## src/rtl/mac_array_accum_if.sv

```systemverilog
// Result-row stream from the MAC array to the writeback stage.
//   out_valid : a result row is presented
//   out_ready : downstream accepts the presented row this cycle
//   out_row   : index (0..3) of the row on out_data
//   out_data  : four ACC_W elements, column c at [c*ACC_W +: ACC_W]
//   out_last  : high while row 3 is presented
// master = the array (producer), slave = the writeback stage (consumer).
interface mac_array_accum_if #(
  parameter int ACC_W = 18
);
  logic               out_valid;
  logic               out_ready;
  logic [1:0]         out_row;
  logic [4*ACC_W-1:0] out_data;
  logic               out_last;

  modport master (
    output out_valid,
    output out_row,
    output out_data,
    output out_last,
    input  out_ready
  );

  modport slave (
    input  out_valid,
    input  out_row,
    input  out_data,
    input  out_last,
    output out_ready
  );
endinterface

```

## src/rtl/mac_array_accum.sv

```systemverilog
// 4x4 multiply-accumulate array with a one-deep result buffer.
// Each cell (r,c) multiplies its broadcast operand pair and accumulates;
// on en && done the 16 finished sums are snapshotted into the buffer and
// streamed out one row per beat on the valid/ready interface.
// Ports:
//   clk, reset       : clock, synchronous active-high reset
//   en               : cells (and capture) advance only when high
//   start            : first k-step of a new product (acc reloads)
//   done             : accumulators hold a complete product this cycle
//   mac_ina, mac_inb : 16 x 8-bit operands, cell (r,c) at [(r*4+c)*8 +: 8]
//   out_if           : result row stream (master side)
//   overflow         : sticky, a finished result was dropped (buffer busy)
module mac_array_accum #(
  parameter int ACC_W  = 18,
  parameter bit SIGNED = 1'b0
) (
  input  logic                 clk,
  input  logic                 reset,
  input  logic                 en,
  input  logic                 start,
  input  logic                 done,
  input  logic [127:0]         mac_ina,
  input  logic [127:0]         mac_inb,
  mac_array_accum_if.master    out_if,
  output logic                 overflow
);

  typedef enum logic {EMPTY, STREAM} state_t;

  state_t           state_q, state_d;
  logic [1:0]       row_q, row_d;
  logic             overflow_q, overflow_d;
  logic [ACC_W-1:0] acc_vec [16];
  logic [ACC_W-1:0] buf_q [16];

  logic capture_req;
  logic final_accept;
  logic capture;

  assign capture_req  = en & done;
  // The buffer frees up in the same cycle its last row is taken, so a
  // result finishing exactly then can still be captured.
  assign final_accept = (state_q == STREAM) & out_if.out_ready & (row_q == 2'd3);
  assign capture      = capture_req & ((state_q == EMPTY) | final_accept);

  genvar gi;
  generate
    for (gi = 0; gi < 16; gi++) begin : g_cell
      logic [7:0]       a;
      logic [7:0]       b;
      logic [ACC_W-1:0] p_ext;
      logic [ACC_W-1:0] acc_q, acc_d;

      assign a = mac_ina[gi*8 +: 8];
      assign b = mac_inb[gi*8 +: 8];

      if (SIGNED) begin : g_signed
        logic signed [15:0] ps;
        // 8x8 signed product fits exactly in 16 bits; the cast sign-extends.
        assign ps    = $signed({{8{a[7]}}, a}) * $signed({{8{b[7]}}, b});
        assign p_ext = ACC_W'(ps);
      end else begin : g_unsigned
        logic [15:0] pu;
        assign pu    = {8'd0, a} * {8'd0, b};
        assign p_ext = ACC_W'(pu);
      end

      always_comb begin
        acc_d = acc_q;
        if (en) begin
          acc_d = start ? p_ext : acc_q + p_ext;
        end
      end

      always_ff @(posedge clk) begin
        if (reset) begin
          acc_q <= '0;
        end else begin
          acc_q <= acc_d;
        end
      end

      assign acc_vec[gi] = acc_q;
    end
  endgenerate

  // Snapshot takes the pre-update accumulator values.
  always_ff @(posedge clk) begin
    if (capture) begin
      for (int i = 0; i < 16; i++) begin
        buf_q[i] <= acc_vec[i];
      end
    end
  end

  always_comb begin
    state_d    = state_q;
    row_d      = row_q;
    overflow_d = overflow_q;
    case (state_q)
      EMPTY: begin
        if (capture) begin
          state_d = STREAM;
          row_d   = 2'd0;
        end
      end
      STREAM: begin
        if (out_if.out_ready) begin
          if (row_q == 2'd3) begin
            row_d   = 2'd0;
            state_d = capture ? STREAM : EMPTY;
          end else begin
            row_d = row_q + 2'd1;
          end
        end
      end
      default: begin
        state_d = EMPTY;
      end
    endcase
    if (capture_req && !capture) begin
      overflow_d = 1'b1;
    end
  end

  always_ff @(posedge clk) begin
    if (reset) begin
      state_q    <= EMPTY;
      row_q      <= 2'd0;
      overflow_q <= 1'b0;
    end else begin
      state_q    <= state_d;
      row_q      <= row_d;
      overflow_q <= overflow_d;
    end
  end

  // Data is forced to zero while nothing is presented so the buffer never
  // needs a reset of its own.
  always_comb begin
    out_if.out_data = '0;
    for (int c = 0; c < 4; c++) begin
      if (state_q == STREAM) begin
        out_if.out_data[c*ACC_W +: ACC_W] = buf_q[{row_q, 2'(c)}];
      end
    end
  end

  assign out_if.out_valid = (state_q == STREAM);
  assign out_if.out_row   = row_q;
  assign out_if.out_last  = (state_q == STREAM) && (row_q == 2'd3);
  assign overflow         = overflow_q;

endmodule
```

## src/flat_wrapper.sv

```systemverilog
// flat-port wrapper written by rule: the top's interface ports become plain ports
module mac_array_accum_flat 
#(
  parameter int ACC_W  = 18,
  parameter bit SIGNED = 1'b0
)
  (clk, reset, en, start, done, mac_ina, mac_inb, overflow, out_if_out_valid, out_if_out_row, out_if_out_data, out_if_out_last, out_if_out_ready);
  mac_array_accum_if #(.ACC_W(ACC_W)) out_if_i ();
  input  logic clk;
  input  logic reset;
  input  logic en;
  input  logic start;
  input  logic done;
  input  logic [127:0] mac_ina;
  input  logic [127:0] mac_inb;
  output logic overflow;
  output wire logic [$bits(out_if_i.out_valid)-1:0] out_if_out_valid;
  output wire logic [$bits(out_if_i.out_row)-1:0] out_if_out_row;
  output wire logic [$bits(out_if_i.out_data)-1:0] out_if_out_data;
  output wire logic [$bits(out_if_i.out_last)-1:0] out_if_out_last;
  input wire logic [$bits(out_if_i.out_ready)-1:0] out_if_out_ready;
  assign out_if_out_valid = out_if_i.out_valid;
  assign out_if_out_row = out_if_i.out_row;
  assign out_if_out_data = out_if_i.out_data;
  assign out_if_out_last = out_if_i.out_last;
  assign out_if_i.out_ready = out_if_out_ready;
  mac_array_accum #(.ACC_W(ACC_W), .SIGNED(SIGNED)) u_core (.clk(clk), .reset(reset), .en(en), .start(start), .done(done), .mac_ina(mac_ina), .mac_inb(mac_inb), .out_if(out_if_i), .overflow(overflow));
endmodule
```

## config.mk

```make
export PLATFORM = sky130hd
export DESIGN_NAME = mac_array_accum_flat
export DESIGN_NICKNAME = d
export VERILOG_FILES = /design/src/rtl/mac_array_accum_if.sv /design/src/rtl/mac_array_accum.sv /design/src/flat_wrapper.sv
export SDC_FILE = /design/constraint.sdc
export NUM_CORES = 2
export LEC_CHECK = 0
export CAP_MARGIN = 20
export CORE_MARGIN = 2
export CORE_UTILIZATION = 55
export DETAILED_ROUTE_END_ITERATION = 7
export GPL_TIMING_DRIVEN = 0
export MAX_ROUTING_LAYER = met4
export PLACE_DENSITY = 0.74
export SETUP_SLACK_MARGIN = 0.1
export SLEW_MARGIN = 0
export SYNTH_ARGS = -nofsm -noshare
export SYNTH_HDL_FRONTEND = slang
export SYNTH_SLANG_ARGS = --single-unit
```

## constraint.sdc

```tcl
create_clock -name clk -period 31.4 [get_ports clk]
set_input_delay 6.28 -clock clk [delete_from_list [all_inputs] [get_ports clk]]
set_output_delay 6.28 -clock clk [all_outputs]
set_load 0.05 [all_outputs]
```

; ---- Yosys cells after proc, flatten, opt, wreduce, memory -nomap -nowiden
; Memories as Yosys holds them, arrays and structs flattened. A register that Yosys moved wholly into a read port is not among the register bits.
; Index checks and enable logic that the tools add are counted.
[totals]
ff_bits = 292
ram_bits = 288
input_bits = 262
output_inout_bits = 77
elab_cells = 103
mem_count = 1
[mem_list]
columns = name, words, width, read_ports, rd_clocked_by_memory_dff, write_ports, line_no
row1 = u_core.buf_q, 16, 18, 4, 4, 16, mac_array_accum.sv:34  ; logic [ACC_W-1:0] buf_q [16];
[classes]
addsub = 17
multipliers = 16
n_eq_ne = 3
n_mux = 37
bitwise_logic = 6
n_reduce_logical = 4
[ops]
columns = operator, n
row1 = $mux 18, 20
row2 = $add 18x16->18, 16
row3 = $mul 8x8->16, 16
row4 = $mux 4, 8
row5 = $mux 2, 3
row6 = $and 1x1->1, 4
row7 = $mux 1, 4
row8 = $pmux 2 s2, 1
row9 = $add 2x1->2 const B, 1
row10 = $eq 2x2->1 const B, 1
row11 = $logic_and 1x1->1, 2
row12 = $ne 2x1->1 const B, 1
row13 = $ne 2x2->1 const B, 1
row14 = $pmux 1 s2, 1
row15 = $reduce_and 2->1, 1
row16 = $logic_not 1->1, 1
row17 = $not 1->1, 1
row18 = $or 1x1->1, 1

; ---- Longest topological paths before layout
[logic_depth]
ltp_word = 8
ltp_mapped = 25
ltp_nobuf = 25

; ---- Worst setup path after synthesis
; No wires, ideal clock.
[synth_path]
kind = input to register
from = input port en
to = memory u_core.buf_q[0][0], enable pin
setup_ps = 944
t_arrival_ps = 19035
t_required_ps = 30456
setup_slack_ps = 11422
stages = 5
n_path_buf = 3
cell_sequence = buf_2 clkbuf_1 clkbuf_1 nand2_1 nor2_1
[synth_rtl]
columns = item, line_no
row1 = "start, declared", flat_wrapper.sv:11  ; input logic en;
row2 = "end, declared", mac_array_accum.sv:34

; ---- Final worst setup path
[layout_path]
from = input port mac_inb[106]
to = register u_core.g_cell[13].acc_q[17]
[layout_between]
elab_chain_cells = 3
[layout_lines]
columns = item, line_no
row1 = "start, declared", flat_wrapper.sv:15  ; input logic [127:0] mac_inb;
row2 = $mul 8x8->16, mac_array_accum.sv:64  ; assign pu = {8'd0, a} * {8'd0, b};
row3 = $add 18x16->18, mac_array_accum.sv:71  ; acc_d = start ? p_ext : acc_q + p_ext;
row4 = $mux 18, mac_array_accum.sv:71
row5 = "end signal, assigned", mac_array_accum.sv:77  ; acc_q <= '0;
row6 = "end signal, assigned", mac_array_accum.sv:79  ; acc_q <= acc_d;
row7 = "end, declared", mac_array_accum.sv:52  ; logic [ACC_W-1:0] acc_q, acc_d;
; No other way between the ends.
; A chain may end at the register's enable or synchronous reset.

==> flow_metrics.tcl <==
set metrics [dict create \
    post_cts_buffers 0 \
    ant_nets 0 \
    r2r_setup_slack_ns 27.92 \
    numCtsBuffers 67 \
    setup.worst_path.end_class "register" \
    avgSynthCellArea_um2 9.376 \
    fin_crit_ns 12.41 \
    ioPinCount 339 \
    hold_depth 0 \
    synth_area_mm2 0.06678 \
    critical-path-top-delay-family "adder cells" \
    core-area_mm2 0.1201 \
    synth-seq-cells 582 \
    synth_cell_types 82 \
    hold_viol 0 \
    synth_largest_area_cell "fa_1" \
    grt_usage_pct 37.68 \
    clk_path_buf_depth 3 \
    cts.sinks 582 \
    cp.arrival_ns 12.90 \
    synth_enable_flop_cells 288 \
    required_ns 31.89 \
    area_growth_syn_to_layout_pct 12.93 \
    peakVddDrop_uv 49.16 \
    intPower_w 0.003280 \
    clkPwrFrac_pct 13.1 \
    clk_latency_ns 0.64 \
    register_area_mm2 0.01453 \
    vias 56350 \
    drive_gt1_share_pct 3.877 \
    ctsHtreeMaxLevel 3 \
    synth_top_area_share_pct 17.75 \
    power_density_mw_per_mm2 85.14 \
    finalSetupTns_ns 0 \
    fill_cells 10140 \
    async_flop_share_pct 0 \
    vias_per_cell 6.084 \
    row_count 127 \
    setup_violations 0 \
    cts_root_buf "clkbuf_16" \
    die_h_um 352.4 \
    path_common_cell "fa_1" \
    drc 0 \
    p_leak_nw 34.59 \
    grt_overflow 0 \
    final_nets 9283 \
    final_design_area_no_fill_mm2 0.07541 \
    multiInputGateArea_mm2 0.04853 \
    critPathKind "input port to register" \
    start_util_pct 55.59 \
    ys.flop_type "dfxtp_1" \
    place_area_mm2 0.07303 \
    worst_r2r_endpoint "u_core.g_cell[13].acc_q[17]" \
    dpl.hpwl_um 185000 \
    grt_pass1_vias 54630 \
    min_to "u_core.buf_q[8][17]" \
    die_w_um 352.4 \
    slew_headroom_pct 6.558 \
    pwr-share-comb_pct 69.5 \
    final_max_slew_viol_count 0 \
    cp_num_buf_inv 3 \
    antenna_found_initial 21 \
    drt_wl_total_um 229400 \
    p_seq_share_pct 17.3 \
    synthMostInstantiatedCell "and2_1" \
    first_pass_iters 8 \
    drt_iter0_drc 6555 \
    cpMaxStageDelayCell "a311oi_1" \
    synth-warning-count 0 \
    synth_nets 8825 \
    die_area_mm2 0.1242 \
    finalCritPeriodShare_pct 39.51 \
    clock_skew_ns 0.03019 \
    cp_cell_sequence "clkdlybuf4s50_1 -> and2_1 -> fa_1 -> fa_1 -> inv_1 -> fa_1 -> fa_1 -> inv_1 -> ha_1 -> o21ai_0 -> nor2_1 -> o41ai_1 -> o21ai_0 -> o41ai_1 -> xnor2_1 -> ha_1 -> a21oi_1 -> nand3b_1 -> o21ai_0 -> a311oi_1 -> xnor2_1 -> nor2_1" \
    slowest_delay_ns 1.08 \
    drt-wirelength-per-cell_um 24.77 \
    hp-class "register to register" \
    p_switching_w 0.003141 \
    hold_buffers 0 \
    maxCapViolations 0 \
    synthCells 7122 \
    switching_share_pct 48.92 \
    port_buffers 337 \
    finalWeightedCongestion 1.048 \
    min_from "u_core.g_cell[8].acc_q[17]" \
    fmax_mhz 80.60 \
    startpoint "mac_inb[106]" \
    synthTopCellsByArea "fa_1, ha_1, edfxtp_1, and2_1, dfxtp_1" \
    outcome "complete, no violations" \
    synth_common_cells "and2_1, ha_1, inv_1" \
    ctsResizeCount 0 \
    crit_fanout 8 \
    grt_max_degree 35 \
    rr_worst_depth 9 \
    rsz0062_at_grt "no" \
    worst-path-stages 22 \
    cts.clk_slew.worst_paths_ns 0.07 \
    worstMarginPinSlew_ns 1.392 \
    yosysSeqAreaShare_pct 21.77 \
    grt_pass1_wl_um 342700 \
    cts_tree "built" \
    r2r-start "u_core.g_cell[13].acc_q[4]" \
    worstSetupStartpointType "input port" \
]
-- placed cells by master, fill, tap and decap left out, drive strengths merged, types with 89 or more instances in the layout --
cell,instances
xor2,133
nand2,469
and2,969
o21ai,258
clkdlybuf4s50,337
nor2,485
ha,849
xnor2,242
dfxtp,294
a21o,113
clkbuf,232
nor3,106
a211oi,129
a21oi,313
fa,592
o211ai,89
edfxtp,288
inv,828
-- state kept, by name, indices dropped and copies added, names as in the netlist, named ones only --
signal,count
u_core.out_if.out_row,2
u_core.buf_q,288
u_core.overflow,1
u_core.g_cell.acc_q,288
u_core.out_if.out_valid,1
-- kinds of logic (layout without fill, tap and decap cells) --
family | count (synthesis) | count (layout) | share of synthesized area (%)
and+or+nand+nor | 2308 | 2308 | 17.82
adders and majority gates | 1441 | 1441 | 33.66
AOI/OAI and AO/OA | 1295 | 1295 | 12.95
buffers and inverters | 990 | 1503 | 5.569
DFF | 582 | 582 | 21.77
xor gates and xnor gates | 375 | 375 | 4.919
muxes | 131 | 131 | 3.315
other | 0 | 14 | 0
-- cell type report --
cell class / instances / share of cell area, %
multi-input cells: 5550 / 64.36
flip-flops and latches: 582 / 19.27
repair buffers: 389 / 5.643
inverters: 826 / 4.112
well taps: 1612 / 2.675
clock buffers: 93 / 2.515
plain buffers: 164 / 0.8330
clock inverters: 31 / 0.5393
diodes: 14 / 0.04646
-- worst reg2reg max path, stage by stage (launching register included) --
cell and delay, ns:
dfxtp_1 0.38, ha_1 0.43, nand2_1 0.08, a2111oi_0 0.49, nor2_1 0.11, a21oi_1 0.30, a21oi_1 0.12, a311oi_1 1.16
xnor2_1 0.21, nor2_1 0.06
-- power by group through the flow --
| stage | registers (W) | logic (W) | clock network [W] |
|---|---|---|---|
| 2_1_floorplan | 0.00103 | 0.00329 | 0 |
| 3_3_place_gp | 0.00112 | 0.00424 | 0 |
| 3_5_place_dp | 0.00111 | 0.00434 | 0 |
| 4_1_cts | 0.00110 | 0.00438 | 0.000838 |
| 5_1_grt | 0.00111 | 0.00491 | 0.000867 |
| 6_report | 0.00111 | 0.00446 | 0.000844 |
-- metal layers --
metal	track usage [%]	vias up	wire, um
met2	56.11	2684	100400
met5	-	-	0
met1	49.94	27830	92030
met3	7.524	484	24700
li1	-	25340	-
met4	16.31	0	12330
-- metrics by stage --
stage | setup slack, ns | utilization, % | std cells | hold slack [ns] | power [W]
global placement | 2.865 | 60.07 | 9071 | 0.4267 | 0.005366
global route | 18.78 | 62.76 | 9255 | 0.4623 | 0.006894
floorplan | 11.42 | - | 7122 | 0.4082 | 0.004328
finish | 18.99 | 62.77 | 9261 | 0.4470 | 0.006420
CTS | 18.67 | 62.71 | 9244 | 0.4419 | 0.006321
detailed placement | 18.08 | 60.79 | 9120 | 0.4328 | 0.005452
-- how the worst max path moves through the flow --
stage / end / slack, ns
4_1_cts: u_core.g_cell[5].acc_q[17] / 18.67
2_1_floorplan: u_core.buf_q[0][0] / 11.42
6_report: u_core.g_cell[13].acc_q[17] / 18.99
3_5_place_dp: u_core.g_cell[5].acc_q[17] / 18.08
5_1_grt: u_core.g_cell[4].acc_q[13] / 18.78
3_3_place_gp: u_core.buf_q[11][4] / 2.87
No activity file was read; power rests on OpenSTA's default activity.
